`config.mk`:
```
export PLATFORM = sky130hd
export DESIGN_NAME = instr_fetch_flat
export DESIGN_NICKNAME = d
export VERILOG_FILES = /design/src/rtl/instr_fetch_if.sv /design/src/rtl/instr_fetch.sv /design/src/flat_wrapper.sv
export SDC_FILE = /design/constraint.sdc
export NUM_CORES = 1
export LEC_CHECK = 0
export ABC_AREA = 0
export CORE_AREA = 8 8 129 131
export DETAILED_ROUTE_END_ITERATION = 7
export DIE_AREA = 0 0 137 139
export HOLD_SLACK_MARGIN = 0.08
export MAX_ROUTING_LAYER = met4
export PLACE_DENSITY = 0.75
export SETUP_SLACK_MARGIN = 0.02
export SLEW_MARGIN = 25
export SYNTH_ARGS = -nofsm -noshare
export SYNTH_HDL_FRONTEND = slang
export SYNTH_SLANG_ARGS = --single-unit
```
`constraint.sdc`:
```
create_clock -name clk -period 2.25 [get_ports clk]
set_input_delay 0.225 -clock clk [delete_from_list [all_inputs] [get_ports clk]]
set_output_delay 0.225 -clock clk [all_outputs]
set_load 0.005 [all_outputs]
```
`src/rtl/instr_fetch_if.sv`:
```
// rtl/instr_fetch_if.sv - fetch stage bundle: imem request/response, decode handshake, redirect, status
interface instr_fetch_if;
   logic        imem_req_valid;
   logic [31:0] imem_req_addr;
   logic        imem_req_ready;
   logic        imem_rsp_valid;
   logic [31:0] imem_rsp_data;
   logic        instr_valid;
   logic [31:0] instr;
   logic [31:0] instr_pc;
   logic        instr_ready;
   logic        redirect_valid;
   logic [31:0] redirect_pc;
   logic        fetch_misalign;
   logic [31:0] fetch_count;

   modport master (
      output imem_req_valid, imem_req_addr, instr_valid, instr, instr_pc,
             fetch_misalign, fetch_count,
      input  imem_req_ready, imem_rsp_valid, imem_rsp_data, instr_ready,
             redirect_valid, redirect_pc
   );

   modport slave (
      input  imem_req_valid, imem_req_addr, instr_valid, instr, instr_pc,
             fetch_misalign, fetch_count,
      output imem_req_ready, imem_rsp_valid, imem_rsp_data, instr_ready,
             redirect_valid, redirect_pc
   );
endinterface

```
`src/rtl/instr_fetch.sv`:
```
// rtl/instr_fetch.sv - instruction fetch stage: owns the PC, one outstanding imem read, decode handshake
// Redirects from execute override everything except IDLE; a killed read is drained before refetching.
module instr_fetch #(
   parameter logic [31:0] RESET_PC = 32'h0000_0000
) (
   input  logic          clk,
   input  logic          reset,
   instr_fetch_if.master bus
);
   typedef enum logic [1:0] {IDLE, REQ, WAIT, HOLD} state_t;

   state_t      state;
   logic [31:0] pc;
   logic [31:0] instr_q;
   logic [31:0] instr_pc_q;
   logic [31:0] fetch_count_q;
   logic        kill;
   logic        fetch_misalign_q;
   logic        redirect;
   logic [31:0] redirect_target;

   assign redirect        = bus.redirect_valid && (state != IDLE);
   assign redirect_target = {bus.redirect_pc[31:2], 2'b00};

   assign bus.imem_req_valid = (state == REQ);
   assign bus.imem_req_addr  = pc;
   assign bus.instr_valid    = (state == HOLD);
   assign bus.instr          = instr_q;
   assign bus.instr_pc       = instr_pc_q;
   assign bus.fetch_misalign = fetch_misalign_q;
   assign bus.fetch_count    = fetch_count_q;

   always_ff @(posedge clk) begin
      if (reset) begin
         state            <= IDLE;
         pc               <= RESET_PC;
         instr_q          <= 32'h0;
         instr_pc_q       <= 32'h0;
         kill             <= 1'b0;
         fetch_count_q    <= 32'h0;
         fetch_misalign_q <= 1'b0;
      end else begin
         fetch_misalign_q <= 1'b0;
         if (redirect) begin
            pc               <= redirect_target;
            fetch_misalign_q <= |bus.redirect_pc[1:0];
         end
         case (state)
            IDLE: state <= REQ;
            REQ: begin
               if (bus.imem_req_ready) begin
                  state <= WAIT;
                  kill  <= redirect;
               end
            end
            WAIT: begin
               if (redirect) begin
                  // A response landing with the redirect is the one being killed; nothing more will come.
                  if (bus.imem_rsp_valid) begin
                     kill  <= 1'b0;
                     state <= REQ;
                  end else begin
                     kill <= 1'b1;
                  end
               end else if (bus.imem_rsp_valid) begin
                  if (kill) begin
                     kill  <= 1'b0;
                     state <= REQ;
                  end else begin
                     instr_q    <= bus.imem_rsp_data;
                     instr_pc_q <= pc;
                     pc         <= pc + 32'd4;
                     state      <= HOLD;
                  end
               end
            end
            HOLD: begin
               if (bus.instr_ready) begin
                  fetch_count_q <= fetch_count_q + 32'd1;
               end
               if (bus.instr_ready || redirect) begin
                  state <= REQ;
               end
            end
            default: state <= IDLE;
         endcase
      end
   end
endmodule
```
`src/flat_wrapper.sv`:
```
// flat-port wrapper written by rule: the top's interface ports become plain ports
module instr_fetch_flat 
#(
   parameter logic [31:0] RESET_PC = 32'h0000_0000
)
  (clk, reset, bus_imem_req_valid, bus_imem_req_addr, bus_instr_valid, bus_instr, bus_instr_pc, bus_fetch_misalign, bus_fetch_count, bus_imem_req_ready, bus_imem_rsp_valid, bus_imem_rsp_data, bus_instr_ready, bus_redirect_valid, bus_redirect_pc);
  instr_fetch_if bus_i ();
  input  logic clk;
  input  logic reset;
  output wire logic [$bits(bus_i.imem_req_valid)-1:0] bus_imem_req_valid;
  output wire logic [$bits(bus_i.imem_req_addr)-1:0] bus_imem_req_addr;
  output wire logic [$bits(bus_i.instr_valid)-1:0] bus_instr_valid;
  output wire logic [$bits(bus_i.instr)-1:0] bus_instr;
  output wire logic [$bits(bus_i.instr_pc)-1:0] bus_instr_pc;
  output wire logic [$bits(bus_i.fetch_misalign)-1:0] bus_fetch_misalign;
  output wire logic [$bits(bus_i.fetch_count)-1:0] bus_fetch_count;
  input wire logic [$bits(bus_i.imem_req_ready)-1:0] bus_imem_req_ready;
  input wire logic [$bits(bus_i.imem_rsp_valid)-1:0] bus_imem_rsp_valid;
  input wire logic [$bits(bus_i.imem_rsp_data)-1:0] bus_imem_rsp_data;
  input wire logic [$bits(bus_i.instr_ready)-1:0] bus_instr_ready;
  input wire logic [$bits(bus_i.redirect_valid)-1:0] bus_redirect_valid;
  input wire logic [$bits(bus_i.redirect_pc)-1:0] bus_redirect_pc;
  assign bus_imem_req_valid = bus_i.imem_req_valid;
  assign bus_imem_req_addr = bus_i.imem_req_addr;
  assign bus_instr_valid = bus_i.instr_valid;
  assign bus_instr = bus_i.instr;
  assign bus_instr_pc = bus_i.instr_pc;
  assign bus_fetch_misalign = bus_i.fetch_misalign;
  assign bus_fetch_count = bus_i.fetch_count;
  assign bus_i.imem_req_ready = bus_imem_req_ready;
  assign bus_i.imem_rsp_valid = bus_imem_rsp_valid;
  assign bus_i.imem_rsp_data = bus_imem_rsp_data;
  assign bus_i.instr_ready = bus_instr_ready;
  assign bus_i.redirect_valid = bus_redirect_valid;
  assign bus_i.redirect_pc = bus_redirect_pc;
  instr_fetch #(.RESET_PC(RESET_PC)) u_core (.clk(clk), .reset(reset), .bus(bus_i));
endmodule
```
==> flow_metrics.py <==
metrics = {
    "logic_synthesis": {
        "ys_seq_elements": 132,
        "syn_avg_cell_area_um2": 8.154,
        "syn_inst": 706,
        "synth_area_leaders": "dfxtp_1 46%, nand2_1 10%, a21oi_1 7.8%",
        "synth.distinct_cells": 42,
        "syn_area_um2": 5757,
        "synthArstFlopShare_pct": 0,
        "dominantRegCellSynth": "dfxtp_1",
        "yosysSeqAreaShare_pct": 45.90,
        "synth_edf_count": 0,
        "ys_warn_count": 0,
        "yosys.area.top_type_share_pct": 45.90,
        "synth_area_leader_cell": "dfxtp_1",
        "synth_nets": 783,
    },
    "cts": {
        "cts_inserted_buffers": 17,
        "hold_buffers": 0,
        "cts.sinks": 132,
        "clk_latency_ps": 410,
        "htree_levels": 4,
        "path_clk_slew_ps": 60,
        "cts_tree": "done",
        "cts_buffer_depth": 2,
        "cts_root_buf": "clkbuf_16",
    },
    "detailed_routing": {
        "drtIter0Drc": 301,
        "drt-vias-per-instance": 5.274,
        "drc": 0,
        "via_count": 5923,
        "ant_nets": 0,
        "first_pass_iters": 4,
        "routed_wl_mm": 18.48,
        "routedWlPerCell_um": 16.46,
    },
    "timing": {
        "fin_setup_tns_ps": 0,
        "fin_skew_ps": 7.225,
        "min_period_ps": 2156,
        "holdWs_ps": 358.6,
        "period_share_pct": 95.81,
        "finalSetupViolCount": 0,
        "rsz0062_at_grt": "false",
        "slew_headroom_pct": 46.19,
        "tightest_slew_ps": 807.2,
        "hold_viol": 0,
        "drv_slew": 0,
        "fmax_mhz": 463.9,
    },
    "place": {
        "port_buffers": 200,
        "globalplace.congestion": 0.8295,
        "dpl.cell_count": 1091,
        "place_area_um2": 8237,
        "dpl.hpwl_mm": 13.34,
    },
    "finish": {
        "layout-drive-gt1-share_pct": 10.59,
        "fin_cells": 1123,
        "area_delta_synth_final_pct": 54.55,
        "fin_nets": 1000,
        "antenna_cells": 0,
        "design_area_um2": 8897,
    },
    "die": {
        "io_pins": 201,
        "die_width_um": 137,
        "core_um2": 14750,
        "die_area_um2": 19040,
        "die_h_um": 139,
        "start_util_pct": 39.02,
        "rows": 45,
    },
    "critical_path": {
        "cp.arrival_ps": 2480,
        "worst_setup_path_start_kind": "register",
        "critPathTopFamily": "simple AND/OR/NAND/NOR gates",
        "crit_required_ps": 2570,
        "path_max_fanout": 6,
        "path_common_cell": "or4_4",
        "cp_slowest_cell": "or4_4",
        "crit_type": "reg -> reg",
        "cp_num_buf_inv": 1,
        "path_cells": "inv_2 > ha_2 > nand4b_1 > or4_4 > or4_4 > a311oi_2",
        "cpPeakStageDelay_ps": 600,
        "endpoint_kind": "register",
    },
    "pwr": {
        "powerDensity_nw_per_um2": 698.9,
        "ir_worst_vdd_uv": 579.4,
        "leakagePower_nw": 2.920,
        "finalPower_mw": 6.218,
    },
    "worst_hold_path": {
        "min_path_type": "in -> reg",
    },
    "global_route": {
        "overflow": 0,
        "antenna_found_initial": 0,
        "grt_pass1_wl_mm": 28.80,
        "grt_pass1_vias": 5672,
        "grt_usage_pct": 19.34,
        "grt_max_degree": 70,
    },
    "flow_run": {
        "maxCapViolations": 0,
    },
    "status": {
        "outcome": "finished, final reports clean",
    },
}
[synthesized netlist by cell type (14+ instances only)]
master    number
clkbuf_1      48
nand4_1       18
a21oi_1       90
o31ai_1       26
a211oi_1      14
or4_1         30
a311oi_1      15
dfxtp_1      132
nand3_1       19
nor2_1        41
nand2_1      154
[final cells by class]
class | count | area (µm²)
inverters | 11 | 41.29
multi-input cells | 511 | 2918
flip-flops and latches | 132 | 2648
clock inverters | 11 | 151.4
clock buffers | 20 | 466.7
repair buffers | 250 | 2437
well taps | 188 | 235.2
fillers | 1333 | 5854
[per-stage QoR]
step                      util [%]  worst slack (ps)
after floorplan                  -             44.66
after global placement       55.84            -107.8
after detailed placement     55.84            -182.3
after CTS                    60.03             35.39
after global routing         60.31             11.50
final                        60.31             94.22
[routing by layer]
metal | track usage [%] | wire [µm] | vias up
li1 | - | - | 2981
met1 | 22.41 | 8039 | 2771
met2 | 30.99 | 8965 | 152
met3 | 5.616 | 1209 | 19
met4 | 7.037 | 268 | 0
met5 | - | 0 | -
[worst reg2reg max path: stages (launching register included)]
cell and delay [ps]:
dfxtp_4 360, inv_2 60, ha_2 180, nand4b_1 130, or4_4 600, or4_4 540
a311oi_2 200
[power breakdown]
group / total (mW) / switching (mW) / internal, mW
sequential: 2.52 / 0.0945 / 2.43
clock: 2.86 / 1.04 / 1.83
combinational: 0.830 / 0.379 / 0.451
[logic make-up after synthesis]
kind of cell             count (synthesis)  synth area share [%]
AO/OA/AOI/OAI                          168                 18.10
buffers and inverters                   63                 4.151
flip-flops                             132                 45.90
XOR/XNOR                                17                 2.586
adder cells (fa/ha/maj)                  7                 1.521
AND/OR/NAND/NOR                        319                 27.73
[repair_timing]
action,in CTS,in global routing
gates resized for setup,0,10
endpoints found under the hold margin,0,0
setup buffers,0,1
setup endpoints to repair,1,21
pin swaps,1,3
[path summary, 6_finish.rpt]
check	startpoint	to	slack [ps]	cells past startpoint
max	u_core.state[0]	u_core.bus.imem_req_addr[25]	90	6
min	bus_imem_rsp_data[29]	u_core.bus.instr[29]	360	3
max reg2reg	u_core.state[0]	u_core.bus.imem_req_addr[25]	90	6
min reg2reg	u_core.bus.instr[16]	u_core.bus.instr[16]	450	2
[registers in the layout (all words and copies together) (netlist names)]
name and count:
u_core.bus.fetch_count 32, u_core.bus.fetch_misalign 1, u_core.bus.imem_req_addr 32, u_core.bus.instr 32, u_core.bus.instr_pc 32, u_core.kill 1, u_core.state 2
[cell usage in the layout, fill, tap and decap left out, types with 3 or more instances in the layout]
cell / instances
and4_1: 8
dfxtp_1: 130
nor4_1: 7
nor3b_1: 3
ha_1: 5
or4_1: 29
clkinvlp_4: 4
a31oi_1: 4
a21oi_1: 90
inv_1: 10
a311oi_1: 14
buf_12: 5
o31ai_1: 26
o211ai_1: 5
buf_4: 46
xor2_1: 11
and3_1: 3
bufinv_16: 3
nand3_1: 19
nor2b_1: 3
nor2_1: 40
xnor2_1: 6
nand4_1: 18
or3_1: 9
nor3_1: 6
clkdlybuf4s50_1: 199
o21ai_0: 8
a211oi_1: 14
clkbuf_8: 3
or4b_1: 3
clkbuf_16: 17
nand2_1: 153
Power figures use the tool's default switching activity.
